`src/rtl/ppu_pkg.sv`:
```
// Shared PPU pixel-path constants, source tags and the bitplane row unpacker.
// Widths here are upper bounds; modules narrow results to their own BPP.
package ppu_pkg;

  localparam int ROW_PX  = 8;
  localparam int MAX_BPP = 8;

  // Entry layout is {color[BPP], pal[PALW], is_obj, prio}.
  localparam int ENTRY_FLAG_W = 2;

  function automatic int entry_width(input int bpp, input int palw);
    return bpp + palw + ENTRY_FLAG_W;
  endfunction

  // Pixel source tags, kept for the DMG wrapper.
  typedef enum logic [1:0] {
    SRC_BG = 2'd0,
    SRC_WD = 2'd1,
    SRC_O0 = 2'd2,
    SRC_O1 = 2'd3
  } src_e;

  // Pixel j (0 = leftmost) takes bit 7-j of every plane; plane p is bit p of the colour.
  function automatic logic [MAX_BPP-1:0] unpack_row(
    input logic [ROW_PX*MAX_BPP-1:0] planes,
    input int                        bpp,
    input int                        j
  );
    logic [MAX_BPP-1:0] c;
    c = '0;
    for (int p = 0; p < MAX_BPP; p++) begin
      if (p < bpp) c[p] = planes[ROW_PX*p + ROW_PX - 1 - j];
    end
    return c;
  endfunction

endpackage

```
`src/rtl/ppu_obj_mixer.sv`:
```
// Combinational 8-pixel object-over-FIFO-head merge.
// An object pixel lands only on a non-object entry and only where BG priority does not hide it.
module ppu_obj_mixer
  import ppu_pkg::*;
#(
  parameter int BPP  = 2,
  parameter int PALW = 3
) (
  input  logic [ROW_PX*BPP-1:0]  in_color,
  input  logic [ROW_PX*PALW-1:0] in_pal,
  input  logic [ROW_PX-1:0]      in_is_obj,
  input  logic [ROW_PX-1:0]      in_prio,
  input  logic [ROW_PX*BPP-1:0]  obj_planes,
  input  logic [PALW-1:0]        obj_pal,
  input  logic                   obj_behind,
  output logic [ROW_PX*BPP-1:0]  out_color,
  output logic [ROW_PX*PALW-1:0] out_pal,
  output logic [ROW_PX-1:0]      out_is_obj,
  output logic [ROW_PX-1:0]      out_prio
);

  genvar gi;
  generate
    for (gi = 0; gi < ROW_PX; gi++) begin : g_px
      logic [BPP-1:0] obj_color;
      logic [BPP-1:0] fifo_color;
      logic           take;

      assign obj_color  = BPP'(unpack_row((ROW_PX*MAX_BPP)'(obj_planes), BPP, gi));
      assign fifo_color = in_color[gi*BPP +: BPP];
      // Earlier (lower-X) object pixels already in the FIFO always win.
      assign take = (obj_color != '0) && !in_is_obj[gi]
                    && !((obj_behind || in_prio[gi]) && (fifo_color != '0));

      assign out_color[gi*BPP +: BPP]   = take ? obj_color : fifo_color;
      assign out_pal[gi*PALW +: PALW]   = take ? obj_pal : in_pal[gi*PALW +: PALW];
      assign out_is_obj[gi]             = take ? 1'b1 : in_is_obj[gi];
      assign out_prio[gi]               = take ? obj_behind : in_prio[gi];
    end
  endgenerate

endmodule

```
`src/rtl/ppu_pixel_fifo.sv`:
```
// Pixel FIFO and mixer: takes 8-pixel BG rows, merges object rows onto the head,
// drops fine-scroll pixels after a line clear and emits one registered pixel per pop.
module ppu_pixel_fifo
  import ppu_pkg::*;
#(
  parameter int DEPTH    = 16,
  parameter int BPP      = 2,
  parameter int PALW     = 3,
  parameter int MIN_FILL = 8
) (
  input  logic                       clk,
  input  logic                       reset,
  input  logic                       clear,
  input  logic [2:0]                 scx_fine,
  input  logic                       bg_valid,
  output logic                       bg_ready,
  input  logic [ROW_PX*BPP-1:0]      bg_planes,
  input  logic [PALW-1:0]            bg_pal,
  input  logic                       bg_prio,
  input  logic                       obj_valid,
  output logic                       obj_ready,
  input  logic [ROW_PX*BPP-1:0]      obj_planes,
  input  logic [PALW-1:0]            obj_pal,
  input  logic                       obj_behind,
  input  logic                       pop_en,
  output logic [$clog2(DEPTH+1)-1:0] count,
  output logic                       px_valid,
  output logic [BPP-1:0]             px_color,
  output logic [PALW-1:0]            px_pal,
  output logic                       px_is_obj
);

  localparam int CW = $clog2(DEPTH+1);

  logic [BPP-1:0]  color_reg [DEPTH];
  logic [BPP-1:0]  color_next [DEPTH];
  logic [PALW-1:0] pal_reg [DEPTH];
  logic [PALW-1:0] pal_next [DEPTH];
  logic            obj_reg [DEPTH];
  logic            obj_next [DEPTH];
  logic            prio_reg [DEPTH];
  logic            prio_next [DEPTH];

  logic [CW-1:0]   count_reg;
  logic [CW-1:0]   count_next;
  logic [2:0]      discard_reg;
  logic            px_valid_reg;
  logic [BPP-1:0]  px_color_reg;
  logic [PALW-1:0] px_pal_reg;
  logic            px_is_obj_reg;

  logic push;
  logic merge;
  logic pop;
  int   push_base;

  assign bg_ready  = (count_reg <= CW'(DEPTH - ROW_PX)) && !clear;
  assign obj_ready = (count_reg >= CW'(ROW_PX)) && !clear;
  assign push      = bg_valid && bg_ready;
  assign merge     = obj_valid && obj_ready;
  assign pop       = pop_en && (count_reg > CW'(MIN_FILL)) && !merge && !clear;

  logic [BPP-1:0]         row_color [ROW_PX];
  logic [ROW_PX*BPP-1:0]  head_color;
  logic [ROW_PX*PALW-1:0] head_pal;
  logic [ROW_PX-1:0]      head_obj;
  logic [ROW_PX-1:0]      head_prio;
  logic [ROW_PX*BPP-1:0]  mix_color;
  logic [ROW_PX*PALW-1:0] mix_pal;
  logic [ROW_PX-1:0]      mix_obj;
  logic [ROW_PX-1:0]      mix_prio;

  genvar gi;
  generate
    for (gi = 0; gi < ROW_PX; gi++) begin : g_row
      assign row_color[gi]               = BPP'(unpack_row((ROW_PX*MAX_BPP)'(bg_planes), BPP, gi));
      assign head_color[gi*BPP +: BPP]   = color_reg[gi];
      assign head_pal[gi*PALW +: PALW]   = pal_reg[gi];
      assign head_obj[gi]                = obj_reg[gi];
      assign head_prio[gi]               = prio_reg[gi];
    end
  endgenerate

  ppu_obj_mixer #(
    .BPP  (BPP),
    .PALW (PALW)
  ) u_mixer (
    .in_color   (head_color),
    .in_pal     (head_pal),
    .in_is_obj  (head_obj),
    .in_prio    (head_prio),
    .obj_planes (obj_planes),
    .obj_pal    (obj_pal),
    .obj_behind (obj_behind),
    .out_color  (mix_color),
    .out_pal    (mix_pal),
    .out_is_obj (mix_obj),
    .out_prio   (mix_prio)
  );

  // Merge and pop are mutually exclusive; a push lands one slot lower when it rides a pop.
  always_comb begin
    color_next = color_reg;
    pal_next   = pal_reg;
    obj_next   = obj_reg;
    prio_next  = prio_reg;
    count_next = count_reg;
    push_base  = int'(count_reg);

    if (merge) begin
      for (int i = 0; i < ROW_PX; i++) begin
        color_next[i] = mix_color[i*BPP +: BPP];
        pal_next[i]   = mix_pal[i*PALW +: PALW];
        obj_next[i]   = mix_obj[i];
        prio_next[i]  = mix_prio[i];
      end
    end else if (pop) begin
      for (int i = 0; i < DEPTH - 1; i++) begin
        color_next[i] = color_reg[i+1];
        pal_next[i]   = pal_reg[i+1];
        obj_next[i]   = obj_reg[i+1];
        prio_next[i]  = prio_reg[i+1];
      end
      color_next[DEPTH-1] = '0;
      pal_next[DEPTH-1]   = '0;
      obj_next[DEPTH-1]   = 1'b0;
      prio_next[DEPTH-1]  = 1'b0;
      push_base  = int'(count_reg) - 1;
      count_next = count_reg - CW'(1);
    end

    if (push) begin
      for (int i = 0; i < DEPTH; i++) begin
        for (int k = 0; k < ROW_PX; k++) begin
          if (i == push_base + k) begin
            color_next[i] = row_color[k];
            pal_next[i]   = bg_pal;
            obj_next[i]   = 1'b0;
            prio_next[i]  = bg_prio;
          end
        end
      end
      count_next = count_next + CW'(ROW_PX);
    end
  end

  always_ff @(posedge clk or negedge reset) begin
    if (!reset) begin
      for (int i = 0; i < DEPTH; i++) begin
        color_reg[i] <= '0;
        pal_reg[i]   <= '0;
        obj_reg[i]   <= 1'b0;
        prio_reg[i]  <= 1'b0;
      end
      count_reg     <= '0;
      discard_reg   <= '0;
      px_valid_reg  <= 1'b0;
      px_color_reg  <= '0;
      px_pal_reg    <= '0;
      px_is_obj_reg <= 1'b0;
    end else if (clear) begin
      count_reg    <= '0;
      discard_reg  <= scx_fine;
      px_valid_reg <= 1'b0;
    end else begin
      color_reg <= color_next;
      pal_reg   <= pal_next;
      obj_reg   <= obj_next;
      prio_reg  <= prio_next;
      count_reg <= count_next;
      if (pop) begin
        if (discard_reg != 3'd0) begin
          discard_reg  <= discard_reg - 3'd1;
          px_valid_reg <= 1'b0;
        end else begin
          px_valid_reg  <= 1'b1;
          px_color_reg  <= color_reg[0];
          px_pal_reg    <= pal_reg[0];
          px_is_obj_reg <= obj_reg[0];
        end
      end else begin
        px_valid_reg <= 1'b0;
      end
    end
  end

  assign count     = count_reg;
  assign px_valid  = px_valid_reg;
  assign px_color  = px_color_reg;
  assign px_pal    = px_pal_reg;
  assign px_is_obj = px_is_obj_reg;

endmodule

```
`config.mk`:
```
export PLATFORM = sky130hd
export DESIGN_NAME = ppu_pixel_fifo
export DESIGN_NICKNAME = d
export VERILOG_FILES = /design/src/rtl/ppu_pkg.sv /design/src/rtl/ppu_obj_mixer.sv /design/src/rtl/ppu_pixel_fifo.sv
export SDC_FILE = /design/constraint.sdc
export NUM_CORES = 1
export LEC_CHECK = 0
export ABC_AREA = 1
export CORE_ASPECT_RATIO = 2
export CORE_MARGIN = 8
export CORE_UTILIZATION = 30
export CTS_CLUSTER_SIZE = 24
export DETAILED_ROUTE_END_ITERATION = 8
export GPL_ROUTABILITY_DRIVEN = 0
export PLACE_DENSITY = 0.46
export SLEW_MARGIN = 20
export SYNTH_ARGS = -nofsm -noshare
export SYNTH_HDL_FRONTEND = slang
export SYNTH_SLANG_ARGS = --single-unit
```
`constraint.sdc`:
```
create_clock -name clk -period 11.1 [get_ports clk]
set_clock_uncertainty 0.1 [all_clocks]
set_input_delay 2.22 -clock clk [delete_from_list [all_inputs] [get_ports clk]]
set_output_delay 2.22 -clock clk [all_outputs]
set_load 0.005 [all_outputs]
```
[Word level (Yosys, flattened, before mapping)]
Cells that the tools add are included.
Word-level totals
  flip-flop bits (word level): 127
  output and inout port bits: 14
  logic and storage cells: 864
Cells by class
  $add $sub $neg: 11
  $lt $le $gt $ge: 3
  equality and inequality tests: 120
  multiplexer cells: 572
  bitwise logic cells: 2
  reduce and logical (&&, ||, !) cells: 86
Operators by type and width (number)
  == test 5 x 32 -> 1 bit, first input constant: 64
  == test 4 x 32 -> 1 bit, first input constant: 32
  == test 3 x 32 -> 1 bit, first input constant: 16
  2-to-1 mux 3 bit: 139
  2-to-1 mux 1 bit: 275
  2-to-1 mux 2 bit: 136
  == test 2 x 32 -> 1 bit, first input constant: 8
  zero test 32 bit: 8
  adder 32 x 4 -> 32 bit, second input constant: 4
  2-to-1 mux 32 bit: 4
  2-to-1 mux 16 bit: 6
  2-to-1 mux 48 bit: 2
  adder 32 x 3 -> 32 bit, second input constant: 2
  2-to-1 mux 24 bit: 2
  nonzero test 2 bit: 18
  adder 32 x 2 -> 32 bit, second input constant: 1
  2-to-1 mux 8 bit: 4
  logical AND 1 bit: 31
  2-to-1 mux 5 bit: 4
  zero test 1 bit: 18
  logical OR 1 bit: 8
  subtractor 5 x 1 -> 6 bit, second input constant: 1
  adder 5 x 4 -> 5 bit, second input constant: 1
  greater-or-equal comparator 5 x 4 -> 1 bit, second input constant: 1
  other kinds (8): 9

[Logic depth before layout (Yosys ltp)]
Gate-level depths: netlist of run 1.
  word-level depth: 18
  gate-level depth with buffers: 33

[Cells and area by module]
From an unflattened synthesis of run 1, not the netlist that was laid out.
Unflattened totals
  cell total of the unflattened synthesis: 2611
  area total of the unflattened synthesis: 14930.6 µm²
By module, submodules not included
  ppu_pixel_fifo: instances 1, cells an instance 2374, area an instance 13765.7 µm²
  ppu_obj_mixer: instances 1, cells an instance 237, area an instance 1164.9 µm²

[Worst setup path before layout of run 1]
Ideal clock, no wire load.
  path kind: input -> register
  start: input clear
  end: register obj_reg[7] (netlist bit)
  setup time: 136 ps
  arrival time: 5880 ps
  required time: 10864 ps
  setup slack: 4984 ps
  stages: 26
  buffers on the path: 3
  path through: buf_2 > nor3_4 > nor2_4 > nand2_4 > inv_1 > clkbuf_1 > buf_1 > ha_1 > nand2_1 > nand2_2 > inv_2 > nand2_1 > nand2_1 > nand2_1 > ha_1 > nand4_1 > nor3_1 > nand3_1 > nor3_2 > nand2_1 > nand2_1 > nor3_2 > nand3_2 > nand2_1 > nand2_1 > o21ai_0
On the way
  word-level cells in the longest chain between the ends: 18
RTL lines
  start, declared: line ppu_pixel_fifo.sv:13  | input logic clear,
  zero test 1 bit: line ppu_pixel_fifo.sv:57, ppu_pixel_fifo.sv:58, ppu_pixel_fifo.sv:61
  logical AND 1 bit: line ppu_pixel_fifo.sv:58  | assign obj_ready = (count_reg >= CW'(ROW_PX)) && !clear;
  logical AND 1 bit: line ppu_pixel_fifo.sv:60  | assign merge = obj_valid && obj_ready;
  zero test 1 bit: line ppu_pixel_fifo.sv:61  | assign pop = pop_en && (count_reg > CW'(MIN_FILL)) && !merge && !clear;
  logical AND 1 bit (2 in series): line ppu_pixel_fifo.sv:61
  2-to-1 mux 32 bit: line ppu_pixel_fifo.sv:117  | end else if (pop) begin
  2-to-1 mux 32 bit: line ppu_pixel_fifo.sv:110  | if (merge) begin
  adder 32 x 2 -> 32 bit or == test 5 x 32 -> 1 bit (tied branches): line ppu_pixel_fifo.sv:135  | if (i == push_base + k) begin
  == test 5 x 32 -> 1 bit or 2-to-1 mux 1 bit (tied branches): line ppu_pixel_fifo.sv:135
  2-to-1 mux 1 bit (7 in series): line ppu_pixel_fifo.sv:135
  2-to-1 mux 16 bit: line ppu_pixel_fifo.sv:132  | if (push) begin
  end signal, assigned: line ppu_pixel_fifo.sv:168  | obj_reg <= obj_next;
  end, declared: line ppu_pixel_fifo.sv:39  | logic obj_reg [DEPTH];
Parallel ways exist; a longest one is shown, timed or not.
A chain may end at the register's enable or synchronous reset.

[Worst setup path after layout of run 1]
  start: input clear
  end: register obj_reg[6] (netlist bit)
The elaborated chain is that of the path after synthesis.

==> run summary, run 1 <==
OUTCOME
--------------------------------------------------------------------------------------
Run status                                                                finished, final reports clean

WORST SETUP PATH
--------------------------------------------------------------------------------------
Buffer and inverter count on the worst path                                          5
Critical Path Sink Type                                                       register
Cell class contributing the biggest share of worst-path delay             simple AND/OR/NAND/NOR gates
Slack of the worst reg-to-reg path                                             5.43 ns
Worst path slowest cell                                                   sky130_fd_sc_hd__clkdlybuf4s50_1
Required time at the worst-slack endpoint                                     11.28 ns
Worst setup path class                                                    primary input to register
Largest stage delay on the critical path                                       0.84 ns
Crit path launch                                                                 clear
Maximum net fanout on the critical path                                             54
Arrival time worst endpoint                                                    8.19 ns
Cell chain of the critical path                                           clkdlybuf4s50_1, nor3_4, buf_4, nor2_4, nand2_4, nand2_1, nand2_1, buf_4, inv_2, ha_1, nand2_1, inv_1, ha_1, and3b_1, nand2_1, nor2_4, nand3_1, nor3b_2, nand4_1, nand2_1, nand2_1, o21ai_0
CP startpoint kind                                                        primary input
Worst R2R End                                                             obj_reg[6]$_DFFE_PN0N_
R2r startpoint                                                            count[4]$_DFF_PN0_
Depth of the most critical reg-to-reg path                                          22
CP dominant cell by count                                                 sky130_fd_sc_hd__nand2_1

CTS
--------------------------------------------------------------------------------------
Clock H-tree levels                                                                  4
Root buffer cell                                                          sky130_fd_sc_hd__clkbuf_16
Clock insertion delay at the later pin of the skew report                      0.43 ns
Number of buffers inserted to repair setup after CTS                                 0
Number of sinks driven by the clock tree                                           127
Clock slew at the register clock pins of the worst setup and hold paths        0.06 ns
Post-CTS Hold Buffers                                                                0
Number of resized instances in the post-cts repair step                              0
Buffer depth of the longest clock path                                               2
CTS tree                                                                          done
CTS Buf Count                                                                       17

POWER
--------------------------------------------------------------------------------------
Internal cell power                                                            1.58 mW
Clock share of power                                                             0.172
Leakage power                                                                  8.60 nW
Worst VDD drop                                                                  101 uV
Net Sw Frac                                                                      0.523
Net Switching                                                                  1.73 mW
Power density normalized to cell area                                      204 nW/um^2
Combinational fraction of design power                                           0.592
Share of total power in sequential cells                                         0.237

WORST HOLD PATH
--------------------------------------------------------------------------------------
Beginning of the worst hold path                                          px_pal[1]$_DFFE_PN0P_
Class of the worst hold path                                              register to register
Worst-case hold path end point                                            px_pal[1]$_DFFE_PN0P_
Number of cells traversed by the worst hold path                                     2

DIE
--------------------------------------------------------------------------------------
Core Region                                                                47,200 um^2
Die outline width                                                               170 um
Overall die area                                                           55,100 um^2
Initial core utilization                                                         0.301
Number of top-level design ports                                                    63
Die height                                                                      324 um
Std-Cell Rows                                                                      113

FINAL LAYOUT
--------------------------------------------------------------------------------------
Post-synthesis to final-layout area growth                                       13.8%
Max FFs per register                                                                32
Fill cell instance count of the final layout                                     5,435
Share of post-route cells with drive strength above 1                           0.0516
Leading cell types in the layout, fill and taps excluded                  sky130_fd_sc_hd__nand2_1, sky130_fd_sc_hd__inv_1, sky130_fd_sc_hd__o21ai_0
Final antenna diode count                                                            0
Number of nets in the final layout                                               2,627
Most frequent standard cell in the layout excluding fill and tap cells    sky130_fd_sc_hd__nand2_1

DETAILED ROUTING
--------------------------------------------------------------------------------------
Initial DRC Count                                                                1,590
Drt pass-1 iters                                                                     6
Routed wire length per instance                                                20.5 um
Vias                                                                            16,500
Vias per inst                                                                     5.21
Remaining antenna violation count after routing                                      0
Number of design rule violations left after detail routing                           0
Final wirelength                                                               65.0 mm

SYNTH
--------------------------------------------------------------------------------------
XOR/XNOR share of the synthesized area                                         0.00484
Multiplexer fraction of the synthesized cell area                              0.00422
Synth warnings                                                                       0
Main combinational cell family by area after synthesis                    simple AND/OR/NAND/NOR gates
Adder-cell area share of the yosys netlist                                      0.0466
Yosys top cell area share                                                        0.223
Largest cells by area after synthesis                                     sky130_fd_sc_hd__dfrtp_1, sky130_fd_sc_hd__nand2_1, sky130_fd_sc_hd__inv_1, sky130_fd_sc_hd__o21ai_0, sky130_fd_sc_hd__nand3_1
Post-synthesis sequential area ratio                                             0.223
Synthesized-area fraction occupied by ao, oa, aoi and oai cells                  0.180
Post-Syn Area                                                              14,200 um^2
Synthesized area divided by synthesized cell count                           5.79 um^2
Number of instances in the synthesized netlist                                   2,456
Cell type contributing the most total cell area after synthesis           sky130_fd_sc_hd__dfrtp_1
Simple logic cell fraction of the synthesized area                               0.405
Unique cell type count in the Yosys netlist                                         58
Number of synthesized register bits                                                127

GRT
--------------------------------------------------------------------------------------
GRT Residual Overflow                                                                0
Overall routing resource usage                                                   0.236
Vias in the first global route                                                  15,800
Global-route wire length before repair                                         98.0 mm
Initial antenna violation count                                                      0
Largest net degree at the start of global routing                                   80

JOB
--------------------------------------------------------------------------------------
Max-cap check violation count                                                        0

STA
--------------------------------------------------------------------------------------
Final setup viols                                                                    0
Shortest period the worst path allows                                          8.00 ns
Setup TNS                                                                         0 ns
Final Cycle Share                                                                0.721
Unrepaired setup endpoints after global routing                                     no
Final hold violation count                                                           0
Worst max-slew margin expressed relative to the limit                            0.251
Number of max-slew violations in the final report                                    0
Fmax achieved                                                                  125 MHz
Final Hold Slack                                                              0.384 ns
Tightest Pin Transition                                                        1.12 ns

PLACED DESIGN
--------------------------------------------------------------------------------------
# port buffers                                                                      62
Final HPWL DP                                                                  49.8 mm

==> per-layer routing <==
metal	GRT usage	wire length [um]
met5	0	0
met4	0.142	4240
met3	0.0358	4910
met2	0.373	28800
met1	0.298	27000
==> Yosys cell counts, drive strengths merged <==
library cell	n
dfrtp	127
a22o	1
a31oi	3
nand2b	1
or2	12
or4	2
o31ai	2
inv	410
mux2i	6
ha	53
a221oi	30
buf	23
nor3	32
nand3b	4
o211ai	18
o32ai	6
nor3b	1
nor4	11
o221ai	2
conb	2
clkinv	3
a21oi	88
o21a	8
and3	6
and3b	2
o21bai	1
xnor2	2
nand2	771
nand3	214
or3	1
nand4	47
xor2	5
clkbuf	65
and2	4
o21ai	285
o22ai	16
nor2	192
==> power by group through the flow <==
stage	Combinational (mW)	Sequential (mW)	Clock [mW]
final	1.96	0.782	0.568
after global routing	2.17	0.805	0.597
after CTS	1.92	0.782	0.580
after detailed placement	1.91	0.789	0
after global placement	1.92	0.788	0
after floorplan	1.32	0.745	0
==> layout make-up <==
| cell class | instances | area, um^2 | share of cell area |
|---|---|---|---|
| Clock buffer | 23 | 478 | 0.0295 |
| Clock inverter | 8 | 105 | 0.00649 |
| Inverter | 413 | 1550 | 0.0958 |
| Multi-Input combinational cell | 1891 | 9370 | 0.579 |
| Sequential cell | 127 | 3180 | 0.196 |
| Tap cell | 632 | 791 | 0.0488 |
| Timing Repair Buffer | 75 | 719 | 0.0444 |
==> per-stage QoR <==
step                 util  setup WS, ns  cells  power, mW  instance area (um^2)
finish              0.343          3.10   3169       3.31                 16200
global route        0.343          2.66   3169       3.58                 16200
CTS                 0.343          3.14   3169       3.28                 16200
detailed placement  0.330          2.69   3138       2.70                 15600
global placement    0.330          2.89   3138       2.71                 15600
floorplan               -          4.98   2519       2.07                 14500
==> kinds of logic after synthesis <==
family | after synthesis
flip-flops | 127
buffers and inverters | 501
multiplexers | 6
AND/OR/NAND/NOR | 1300
AO/OA/AOI/OAI | 460
XOR/XNOR | 7
adder cells (fa/ha/maj) | 53
other | 2
==> worst max-delay path by stage <==
| stage | endpoint | slack, ns | cells past startpoint |
|---|---|---|---|
| after CTS | obj_reg[6]$_DFFE_PN0N_ | 3.14 | 22 |
| final | obj_reg[6]$_DFFE_PN0N_ | 3.10 | 22 |
| after floorplan | obj_reg[7]$_DFFE_PN0N_ | 4.98 | 26 |
| after global routing | obj_reg[6]$_DFFE_PN0N_ | 2.66 | 22 |
| after detailed placement | obj_reg[6]$_DFFE_PN0N_ | 2.69 | 22 |
| after global placement | obj_reg[7]$_DFFE_PN0N_ | 2.89 | 23 |
==> worst min-delay path, stage by stage, from the launching register on <==
cell and delay (ns):
sky130_fd_sc_hd__dfrtp_1 0.34, sky130_fd_sc_hd__nand2_1 0.05, sky130_fd_sc_hd__o21ai_0 0.06
No activity file was read; power rests on OpenSTA's default activity.
==> inputs of run 2 (changes only) <==
Clock period 11.1 ns to 8.4 ns, I/O delays scaled along.
==> run 2 against run 1 <==
Combinational power grew 32%. Register-to-register slack lost 2.3 ns. Sequential cell count stayed put. Non-clock buffer count unchanged. Utilization fell by 0.050 points.
==> run summary, run 2 (synthesis results as in run 1) <==
DIE
--------------------------------------------------------------------------------------
Initial core utilization                                                         0.301
Die height                                                                      324 um
Number of top-level design ports                                                    63
Die outline width                                                               170 um
Std-Cell Rows                                                                      113
Overall die area                                                           55,100 um^2
Core Region                                                                47,200 um^2

FINAL LAYOUT
--------------------------------------------------------------------------------------
Fill cell instance count of the final layout                                     5,371
Final antenna diode count                                                            0
Final cell utilization of the core                                               0.342
Storage cell area                                                            3180 um^2
Multi-input logic area                                                       9370 um^2
Number of nets in the final layout                                               2,627
Post-Layout Inst Area                                                      16,200 um^2
Leading cell types in the layout, fill and taps excluded                  sky130_fd_sc_hd__nand2_1, sky130_fd_sc_hd__inv_1, sky130_fd_sc_hd__o21ai_0
Post-synthesis to final-layout area growth                                       13.6%
Share of post-route cells with drive strength above 1                           0.0532
Max FFs per register                                                                32
Post-Layout Cell Count                                                           3,170
Most frequent standard cell in the layout excluding fill and tap cells    sky130_fd_sc_hd__nand2_1

WORST SETUP PATH
--------------------------------------------------------------------------------------
Critical Path Sink Type                                                       register
Worst setup path class                                                    primary input to register
Largest stage delay on the critical path                                       1.16 ns
Slack of the worst reg-to-reg path                                             3.14 ns
Crit path launch                                                                 clear
Maximum net fanout on the critical path                                             17
Worst R2R End                                                             obj_reg[7]$_DFFE_PN0N_
CP startpoint kind                                                        primary input
CP dominant cell by count                                                 sky130_fd_sc_hd__nand2_1
Cell chain of the critical path                                           clkdlybuf4s50_1, clkinv_1, nand2_4, inv_2, ha_1, nand2_1, nand2_2, inv_2, nand3_1, nor3_1, nand2_1, nand2_1, nor3_2, nand3_2, nand2_1, nand2_1, o21ai_0
Depth of the most critical reg-to-reg path                                          20
Required time at the worst-slack endpoint                                      8.60 ns
Worst setup path endpoint                                                 obj_reg[7]$_DFFE_PN0N_
R2r startpoint                                                            count[1]$_DFFE_PN0P_
Arrival time worst endpoint                                                    7.08 ns
Worst path slowest cell                                                   sky130_fd_sc_hd__nor3_1

GRT
--------------------------------------------------------------------------------------
Vias in the first global route                                                  15,900
Overall routing resource usage                                                   0.234
Global-route wire length before repair                                         97.4 mm
Largest net degree at the start of global routing                                   87
Initial antenna violation count                                                      0
GRT Residual Overflow                                                                0

CTS
--------------------------------------------------------------------------------------
Root buffer cell                                                          sky130_fd_sc_hd__clkbuf_16
Number of buffers inserted to repair setup after CTS                                 0
Number of resized instances in the post-cts repair step                              0
Clock slew at the register clock pins of the worst setup and hold paths        0.07 ns
CTS Buf Count                                                                       17
Clock H-tree levels                                                                  4
Number of sinks driven by the clock tree                                           127
Post-CTS Hold Buffers                                                                0
Buffer depth of the longest clock path                                               2
Clock insertion delay at the later pin of the skew report                      0.44 ns
CTS tree                                                                          done

STA
--------------------------------------------------------------------------------------
Shortest period the worst path allows                                          6.87 ns
Final Cycle Share                                                                0.818
Fmax achieved                                                                  146 MHz
Final setup viols                                                                    0
Final Hold Slack                                                              0.381 ns
Worst max-slew margin expressed relative to the limit                            0.173
Number of max-slew violations in the final report                                    0
Final hold violation count                                                           0
Unrepaired setup endpoints after global routing                                     no
Tightest Pin Transition                                                        1.23 ns
Setup TNS                                                                         0 ns

DETAILED ROUTING
--------------------------------------------------------------------------------------
Final wirelength                                                               64.5 mm
Vias per inst                                                                     5.22
Number of design rule violations left after detail routing                           0
Vias                                                                            16,500
Remaining antenna violation count after routing                                      0
Drt pass-1 iters                                                                     7
Initial DRC Count                                                                1,762
Routed wire length per instance                                                20.3 um

WORST HOLD PATH
--------------------------------------------------------------------------------------
Beginning of the worst hold path                                          px_pal[0]$_DFFE_PN0P_
Class of the worst hold path                                              register to register

OUTCOME
--------------------------------------------------------------------------------------
Run status                                                                finished, final reports clean

POWER
--------------------------------------------------------------------------------------
Power density normalized to cell area                                      268 nW/um^2
Leakage power                                                                  8.59 nW
Worst VDD drop                                                                  121 uV

PLACED DESIGN
--------------------------------------------------------------------------------------
Total placed instance area                                                 15,600 um^2
Number of placed instances with taps included                                    3,138
# port buffers                                                                      62
Final HPWL DP                                                                  49.6 mm

JOB
--------------------------------------------------------------------------------------
Max-cap check violation count                                                        0

-- run 2: cell count changes in the layout (fill, tap and decap cells not counted), sizes merged --
cell,delta
bufinv,-2
clkbuf,-5
inv,+8
-- run 2: layout make-up --
class / instances / area share
Timing Repair Buffer: 75 / 0.0445
Sequential cell: 127 / 0.197
Clock buffer: 18 / 0.0272
Tap cell: 632 / 0.0489
Clock inverter: 14 / 0.00743
Inverter: 413 / 0.0960
Multi-Input combinational cell: 1891 / 0.579
-- run 2: layer usage --
metal | vias up | part of all wire | GRT usage
met3 | 188 | 0.080 | 0.0419
met1 | 7580 | 0.41 | 0.293
met2 | 748 | 0.44 | 0.369
met4 | 0 | 0.071 | 0.146
li1 | 8018 | - | -
met5 | - | 0 | 0
-- run 2: through the flow --
stage                     power, mW  setup slack, ns
after global placement         3.59             1.29
after global routing           4.70             1.23
after CTS                      4.32             1.67
after detailed placement       3.58             1.24
final                          4.34             1.53
after floorplan                2.73             2.82
-- run 2: power by group --
part | switching [mW] | internal (mW)
Clock | 0.327 | 0.395
Combinational | 1.82 | 0.758
Sequential | 0.169 | 0.866
-- run 2: critical path: cells and delay by family --
kind,cells,cell delay (ns)
AND/OR/NAND/NOR,11,3.27
buffers and inverters,4,1.78
adder cells (fa/ha/maj),1,0.26
AO/OA/AOI/OAI,1,0.07
-- run 2: worst min-delay path by stage --
stage	slack (ns)	endpoint	cells after the start
6_report	0.38	px_pal[0]$_DFFE_PN0P_	2
5_1_grt	0.40	px_pal[0]$_DFFE_PN0P_	2
4_1_cts	0.39	px_pal[0]$_DFFE_PN0P_	2
3_5_place_dp	0.37	px_pal[0]$_DFFE_PN0P_	2
3_3_place_gp	0.37	px_color[1]$_DFFE_PN0P_	2
2_1_floorplan	0.36	obj_reg[0]$_DFFE_PN0N_	2
